<file path="src/rtl/led_pkg.sv">
// led_pkg: mode encodings and per-mode scan period shared by the LED scanner.
package led_pkg;
    localparam logic [1:0] MODE_BOUNCE = 2'd0;
    localparam logic [1:0] MODE_L2R    = 2'd1;
    localparam logic [1:0] MODE_R2L    = 2'd2;
    localparam logic [1:0] MODE_FILL   = 2'd3;
    localparam logic [1:0] MODE_LAST   = 2'd3;
    function automatic int mode_period(input logic [1:0] mode, input int nled);
        return (mode == MODE_BOUNCE) ? 2 * nled - 2 : (mode == MODE_FILL) ? nled + 1 : nled;
    endfunction
endpackage

</file>
<file path="src/rtl/led_tick_gen.sv">
// led_tick_gen: pausable, clearable prescaler producing one step tick per
// 2^(BASE_BITS-speed) running cycles.
module led_tick_gen #(
    parameter int BASE_BITS = 23,
    parameter int SW        = 2
) (
    input  logic          clk_i,
    input  logic          rst_i,
    input  logic          clr_i,
    input  logic          paused_i,
    input  logic [SW-1:0] speed_i,
    output logic          tick_o
);
    localparam logic [BASE_BITS-1:0] ONES = '1;
    logic [BASE_BITS-1:0] cnt_q, cnt_d, mask;
    // Higher speed narrows the all-ones tap window, halving the interval per level.
    always_comb begin
        mask   = ONES >> speed_i;
        tick_o = !paused_i && ((cnt_q & mask) == mask);
        cnt_d  = clr_i ? '0 : paused_i ? cnt_q : cnt_q + BASE_BITS'(1);
    end
    always_ff @(posedge clk_i) begin
        if (rst_i) cnt_q <= '0;
        else       cnt_q <= cnt_d;
    end
endmodule

</file>
<file path="src/rtl/led_scan_engine.sv">
// led_scan_engine: NLED scanner with four patterns, selectable speed and pause,
// driven by single-cycle button pulses.
module led_scan_engine
    import led_pkg::*;
#(
    parameter  int NLED         = 4,
    parameter  int BASE_BITS    = 23,
    parameter  int SPEED_LEVELS = 4,
    localparam int SW           = (SPEED_LEVELS > 1) ? $clog2(SPEED_LEVELS) : 1,
    localparam int PW           = $clog2(2 * NLED)
) (
    input  logic            CLK,
    input  logic            RST,
    input  logic            MODE_STEP,
    input  logic            SPEED_STEP,
    input  logic            PAUSE_TGL,
    output logic [NLED-1:0] LED,
    output logic [1:0]      MODE,
    output logic [SW-1:0]   SPEED,
    output logic            PAUSED
);
    localparam logic [NLED-1:0] ONE  = NLED'(1);
    localparam logic [NLED-1:0] ALL  = '1;
    logic [1:0]    mode_q, mode_d;
    logic [PW-1:0] pos_q, pos_d;
    logic [SW-1:0] speed_q, speed_d;
    logic          paused_q, paused_d;
    logic          tick, wrap;
    int            p;

    led_tick_gen #(.BASE_BITS(BASE_BITS), .SW(SW)) u_tick (
        .clk_i   (CLK),
        .rst_i   (RST),
        .clr_i   (MODE_STEP | SPEED_STEP),
        .paused_i(paused_q),
        .speed_i (speed_q),
        .tick_o  (tick)
    );

    // Tick uses the pre-toggle pause state; a mode change's pos clear beats the tick.
    always_comb begin
        wrap     = 32'(pos_q) == mode_period(mode_q, NLED) - 1;
        mode_d   = MODE_STEP ? ((mode_q == MODE_LAST) ? MODE_BOUNCE : mode_q + 2'd1) : mode_q;
        pos_d    = MODE_STEP ? '0 : !tick ? pos_q : wrap ? '0 : pos_q + PW'(1);
        speed_d  = SPEED_STEP ? ((speed_q == SW'(SPEED_LEVELS - 1)) ? '0 : speed_q + SW'(1)) : speed_q;
        paused_d = paused_q ^ PAUSE_TGL;
    end

    always_ff @(posedge CLK) begin
        if (RST) begin
            mode_q   <= MODE_BOUNCE;
            pos_q    <= '0;
            speed_q  <= '0;
            paused_q <= 1'b0;
        end else begin
            mode_q   <= mode_d;
            pos_q    <= pos_d;
            speed_q  <= speed_d;
            paused_q <= paused_d;
        end
    end

    always_comb begin
        p   = 32'(pos_q);
        LED = '0;
        case (mode_q)
            MODE_BOUNCE: LED = (p < NLED) ? ONE << p : (p <= 2 * NLED - 3) ? ONE << (2 * NLED - 2 - p) : '0;
            MODE_L2R:    LED = (p < NLED) ? ONE << (NLED - 1 - p) : '0;
            MODE_R2L:    LED = (p < NLED) ? ONE << p : '0;
            MODE_FILL:   LED = (p <= NLED) ? ~(ALL << p) : '0;
            default:     LED = '0;
        endcase
    end

    assign MODE   = mode_q;
    assign SPEED  = speed_q;
    assign PAUSED = paused_q;
endmodule

</file>
<file path="config.mk">
export PLATFORM = sky130hd
export DESIGN_NAME = led_scan_engine
export DESIGN_NICKNAME = d
export VERILOG_FILES = /design/src/rtl/led_pkg.sv /design/src/rtl/led_tick_gen.sv /design/src/rtl/led_scan_engine.sv
export SDC_FILE = /design/constraint.sdc
export NUM_CORES = 1
export LEC_CHECK = 0
export ABC_AREA = 1
export BUFFER_PORTS_ARGS = -buffer_cell sky130_fd_sc_hd__clkbuf_2
export CAP_MARGIN = 10
export CORE_MARGIN = 3
export CORE_UTILIZATION = 43
export CTS_CLUSTER_SIZE = 14
export DETAILED_ROUTE_END_ITERATION = 8
export PLACE_DENSITY = 0.58
export SLEW_MARGIN = 0
export SYNTH_ARGS = -nofsm -noshare
export SYNTH_HDL_FRONTEND = slang
export SYNTH_HIERARCHICAL = 1
export SYNTH_SLANG_ARGS = --single-unit
</file>
<file path="constraint.sdc">
create_clock -name CLK -period 1.7 [get_ports CLK]
set_clock_uncertainty 0.2 [all_clocks]
set_input_delay 0.34 -clock CLK [delete_from_list [all_inputs] [get_ports CLK]]
set_output_delay 0.34 -clock CLK [all_outputs]
set_load 0.05 [all_outputs]
</file>
==> reports/results.ini, run 1 <==
[layout]
insertedDiodeCount=0
drive_gt1_share_pct=35.3
finalNetCount=383
fin_area_sq_mm=0.00283
syn_to_final_growth_pct=39.8

[die]
row_count=24
ios=14
core_sq_mm=0.00444
start_util_pct=45.5
die_h_um=74.6
fp.dieArea_sq_mm=0.00556
die_w_um=74.6

[grt]
grt-ovfl-total=0
antenna_found_initial=0
grt_usage_pct=18.3
grt_max_degree=10
grt_pass1_wl_um=7830
grt_pass1_vias=1807

[setup_path]
critPathArrivalTime_ns=1.70
r2r-end=pos_q[0]$_SDFFE_PP0P_
critPathMaxFanout=5
worst-r2r-cell-count=11
slowest_delay_ns=0.37
reg2reg_from=u_tick/cnt_q[0]$_SDFFE_PP0N_
critPathCapture=LED[0]
required_ns=1.16
path_cells=ha_4, ha_4, nor2_1, nand2_1, nor2_1, nor3_2, nand2_4, clkbuf_16
path_depth=8
r2r_slack_ns=0.03
path_class=reg2out
crit_slowest_cell=dfxtp_4
cp-start-kind=register
crit_start=pos_q[1]$_SDFFE_PP0P_
cp_top_family=adder cells
path_buf_inv=1
cp-end-kind=primary output

[flow_run]
maxCapViolations=0

[detailed_routing]
vias_per_cell=4.82
wirelength_um=4710
drtIter0Drc=209
via_count=2025
ant_nets=0
drt-pass1-iter-count=4
drc=0
wl_per_cell_um=11.2

[hold_path]
holdPathStages=2
min_path_type=in2reg

[sta]
finalHoldViolCount=0
setup_viol=4
finalMaxSlewViolations=0
min_period_ns=2.24
tightestPinTransition_ns=0.308
slew_headroom_pct=79.5
timing.final.ws_setup_ns=-0.536
max_freq_mhz=447
rsz0062_at_grt=true
timing.final.crit_share_pct=132

[yosys]
yosysUniqueCellTypes=36
synth_xor_area_share_pct=2.16
synth-simple-area-share_pct=42.6
ys_async_sr_fraction_pct=0
synth_flop_cell=dfxtp_1
ys_warn_count=6
synth_top_family_by_area=simple AND/OR/NAND/NOR gates
syn_inst=301
syn_area_per_cell_sq_um=6.72
syn_area_sq_mm=0.00202
syn_nets=317
seq_area_frac_synth_pct=30.7
ys_ff_latch=31
synth-compound-area-share_pct=9.96
synth_edf_count=0
synth.area.mux_share_pct=0
synth_fa_ha_area_share_pct=6.80

[power_and_ir_drop]
power_density_mw_per_mm2=576
irDropWorstVdd_mv=0.387
leakage_uw=0.00121
total_power_uw=1630

[place]
dp_hpwl_um=3750
place_area_sq_mm=0.00262
gp_congestion=0.815
port_buffers=13

[clock_network]
clock-sinks=31
htreeDepth=2
insertion_delay_ns=0.28
clk_pin_slew_ns=0.07
cts_tree=done
cts-root-buf=clkbuf_8
cts_buffers=5
clockBufferDepth=2

[run_status]
status=finished with violations
violations=setup timing

sequential cells by signal, indices dropped and copies added, names as in the netlist:
register / cells
MODE: 2
PAUSED: 1
SPEED: 2
pos_q: 3
u_tick/cnt_q: 23
synth_stat cells (2+ instances only):
library cell  instances  area share [%]
nand2_1              64              12
nor2_1               61              11
dfxtp_1              31              31
inv_1                31             5.8
a21oi_1              22             5.4
nand3_1              20             4.9
ha_1                 11             6.8
o21ai_0              11             2.7
nor2_2                6             1.9
nand2_2               5             1.5
xor2_1                4             1.7
nand2_4               3             1.7
nand4_1               3            0.93
nor2_4                3             1.7
inv_2                 2            0.37
nor2_8                2             2.0
nor3_1                2            0.49
o21a_1                2            0.74
per-stage QoR:
step	hold WS [ns]	worst slack [ns]	utilization (%)	setup TNS, ns	std cells
after floorplan	0.203	-0.262	-	-0.741	301
after global placement	0.284	-0.314	58.9	-1.21	410
after detailed placement	0.295	-0.378	58.9	-1.43	410
after CTS	0.0932	-0.589	62.8	-2.21	420
after global routing	0.118	-0.600	63.7	-2.39	420
final	0.101	-0.536	63.7	-2.01	420
power by group:
part	total [uW]	switching, uW	leakage [uW]	internal [uW]
clock network	562	275	0.0000422	287
logic	317	189	0.000908	128
registers	752	16.0	0.000256	736
total	1630	480	0.00121	1150
how the worst min path moves through the flow:
stage / startpoint / endpoint
global placement: u_tick/cnt_q[3]$_SDFFE_PP0N_ / u_tick/cnt_q[3]$_SDFFE_PP0N_
floorplan: RST / PAUSED$_SDFF_PP0_
CTS: RST / PAUSED$_SDFF_PP0_
detailed placement: u_tick/cnt_q[19]$_SDFFE_PP0N_ / u_tick/cnt_q[19]$_SDFFE_PP0N_
global route: RST / PAUSED$_SDFF_PP0_
finish: RST / PAUSED$_SDFF_PP0_
timing repair:
item                       in CTS  in global routing
setup buffers                   2                  0
setup endpoints to repair       7                  7
gates resized for setup        16                 15
hold buffers                    0                  0
pin swaps                       5                  4
cells by family (layout without fill, tap and decap cells):
logic type / after synthesis / after routing
and+or+nand+nor: 178 / 178
DFF: 31 / 31
adders and majority gates: 11 / 11
xor gates and xnor gates: 5 / 5
buffers and inverters: 38 / 105
AOI/OAI and AO/OA: 38 / 38
layout make-up:
class	count	area [sq um]
clock buffers	7	76.3
clock inverters	1	5.00
fillers	403	1620
inverters	34	140
multi-input cells	232	1400
flip-flops and latches	31	643
well taps	52	65.1
repair buffers	63	503
cell usage in the layout, fill, tap and decap left out, types with 3 or more instances in the layout:
cell,n
a21oi_1,19
buf_4,48
clkbuf_2,9
clkbuf_8,5
dfxtp_1,23
dfxtp_2,3
dfxtp_4,5
ha_1,4
ha_4,5
inv_1,26
inv_2,5
nand2_1,60
nand2_2,7
nand2_4,5
nand3_1,19
nand4_1,3
nor2_1,57
nor2_2,7
nor2_4,6
o21ai_0,8
xor2_1,4
metal layers:
metal,global-route usage [%],share of wire (%)
met5,0,0
met3,3.65,3.5
met1,25.0,51
met4,5.34,0.85
met2,29.1,45
(Power assumes the default switching activity.)
==> run 2, diff against run 1 <==
MAX_ROUTING_LAYER = met4   (was not set)
PLACE_DENSITY = 0.66   (was 0.58)
==> run 2 against run 1 <==
  * The run still ends with setup timing left
  * Critical path depth rose by 1
  * Setup slack improved by 0.020 ns
  * Clock power rose by 24%
  * Largest power group unchanged
  * Highest routed layer unchanged
==> reports/results.ini, run 2 (synthesized netlist as in run 1, its figures left out) <==
[detailed_routing]
top_layer_used=met4
ant_nets=0  ; unchanged
route.met3.wl_um=114  ; -31%
drt-pass1-iter-count=4  ; unchanged
vias_per_cell=4.84  ; +0.39%
drtIter0Drc=69  ; -67%
drt-met1-wl_um=2240  ; -6.7%
dr_wl_met2_um=2200  ; +4.8%
via_count=1970  ; -2.7%
wl_per_cell_um=11.3  ; +0.52%
wirelength_um=4590  ; -2.6%
drc=0  ; unchanged

[power_and_ir_drop]
power_density_mw_per_mm2=639  ; +11%
comb_power_share_pct=17.3  ; -2.1 points
power_frac_seq_pct=43.0  ; -3.1 points
pwr-share-clk_pct=39.8  ; +5.3 points
p_int_uw=1280  ; +11%
p_switching_uw=472  ; -1.6%
leakage_uw=0.00114  ; -5.1%
irDropWorstVdd_mv=0.597  ; +55%
switching_share_pct=26.9  ; -2.5 points

[clock_network]
insertion_delay_ns=0.28  ; about the same
clk_pin_slew_ns=0.07  ; about the same
htreeDepth=2  ; unchanged
cts-root-buf=clkbuf_8
clock-sinks=31  ; unchanged
cts_buffers=5  ; unchanged
clockBufferDepth=2  ; unchanged
cts_tree=done

[setup_path]
crit_path_frequent_cell=nor2_4
cp-end-kind=primary output
path_cells=buf_6, inv_6, ha_4, inv_2, nor2_4, nand2_2, o21a_1, nor2_4, buf_8
cp-start-kind=register
required_ns=1.16  ; about the same
r2r_slack_ns=0.03  ; about the same
critPathMaxFanout=3  ; -2
path_class=reg2out
slowest_delay_ns=0.37  ; about the same
crit_slowest_cell=dfxtp_4
critPathArrivalTime_ns=1.68  ; -0.02 ns

[layout]
finalNetCount=370  ; -3.4%
layout_commonest_cell=nand2_1
drive_gt1_share_pct=33.5  ; -1.8 points
syn_to_final_growth_pct=35.6
largest_reg_flops=23  ; unchanged
top_register=u_tick/cnt_q
postLayoutCoreUtil_pct=61.7  ; -1.9 points
insertedDiodeCount=0  ; unchanged
reg_top3=u_tick/cnt_q x23, pos_q x3
most-common-layout-cells=nand2_1 (59), nor2_1 (56), buf_4 (35), inv_1 (26), dfxtp_1 (21)

[die]
die_h_um=74.6  ; unchanged
start_util_pct=45.5  ; unchanged
ios=14  ; unchanged
core_sq_mm=0.00444  ; unchanged
row_count=24  ; unchanged
die_w_um=74.6  ; unchanged
fp.dieArea_sq_mm=0.00556  ; unchanged

[sta]
rsz0062_at_grt=true
slew_headroom_pct=78.7  ; -0.81 points
min_period_ns=2.22  ; -0.0199 ns
timing.final.ws_setup_ns=-0.516  ; +0.0199 ns
finalHoldViolCount=0  ; unchanged
finalMaxSlewViolations=0  ; unchanged
timing.final.crit_share_pct=130  ; -1.2 points
max_freq_mhz=451  ; +0.90%
setup_viol=4  ; unchanged
tightestPinTransition_ns=0.320  ; +0.0118 ns

[run_status]
violations=setup timing
status=finished with violations

[place]
port_buffers=13  ; unchanged
dp_hpwl_um=3550  ; -5.5%
gp_congestion=0.863  ; +5.9%
dpl_worst_slack_ns=-0.405  ; -0.0267 ns

[grt]
grt_usage_pct=19.0  ; +0.72 points
grt_max_degree=11  ; +1
grt_pass1_vias=1853  ; +2.5%
grt-ovfl-total=0  ; unchanged
grt_pass1_wl_um=8000  ; +2.2%
antenna_found_initial=0  ; unchanged

[flow_run]
maxCapViolations=0  ; unchanged

[hold_path]
min_path_type=in2reg

## run 2: area by class of cell
class | count | area [sq um]
well taps | 52 | 65.1
clock inverters | 3 | 38.8
multi-input cells | 232 | 1400
flip-flops and latches | 31 | 643
inverters | 34 | 140
repair buffers | 50 | 390
clock buffers | 5 | 68.8
fillers | 408 | 1700
## run 2: layer usage
layer / vias up / track usage (%)
li1: 1064 / -
met1: 885 / 23.6
met2: 19 / 30.9
met3: 2 / 4.32
met4: 0 / 4.94
met5: - / -
## run 2: worst max-delay path: cells and delay by family, from the launching register on
family / cells / cell delay, ns
flip-flops: 1 / 0.37
buffers and inverters: 4 / 0.34
adder cells (fa/ha/maj): 1 / 0.27
AND/OR/NAND/NOR: 3 / 0.24
AO/OA/AOI/OAI: 1 / 0.20
## run 2: path summary, 6_finish.rpt
kind	cells past startpoint	from	end
min	2	RST	MODE[0]$_SDFFE_PP0P_
min reg2reg	2	u_tick/cnt_q[19]$_SDFFE_PP0N_	u_tick/cnt_q[19]$_SDFFE_PP0N_
max	9	pos_q[0]$_SDFFE_PP0P_	LED[1]
max reg2reg	11	u_tick/cnt_q[0]$_SDFFE_PP0N_	pos_q[0]$_SDFFE_PP0P_
## run 2: power groups by stage
stage / clock, uW / combinational [uW] / sequential (uW)
6_report: 698 / 303 / 753
2_1_floorplan: 0 / 152 / 810
4_1_cts: 725 / 297 / 753
5_1_grt: 767 / 330 / 755
3_5_place_dp: 0 / 278 / 771
3_3_place_gp: 0 / 277 / 770
## run 2: what timing repair did
action	4_1_cts	5_1_grt
gates resized for setup	17	17
hold endpoints to repair	0	0
pin swaps	5	1
endpoints found under the setup margin	7	8
hold buffers	0	0
buffers inserted	1	1
## run 2: metrics by stage
step / hold slack [ns] / instances / instance area [sq um] / setup TNS [ns] / total power [uW]
2_1_floorplan: 0.203 / 301 / 2150 / -0.741 / 962
3_3_place_gp: 0.286 / 397 / 2500 / -1.27 / 1050
3_5_place_dp: 0.307 / 397 / 2500 / -1.44 / 1050
4_1_cts: 0.112 / 406 / 2690 / -2.05 / 1770
5_1_grt: 0.107 / 407 / 2740 / -2.37 / 1850
6_report: 0.126 / 407 / 2740 / -1.92 / 1750
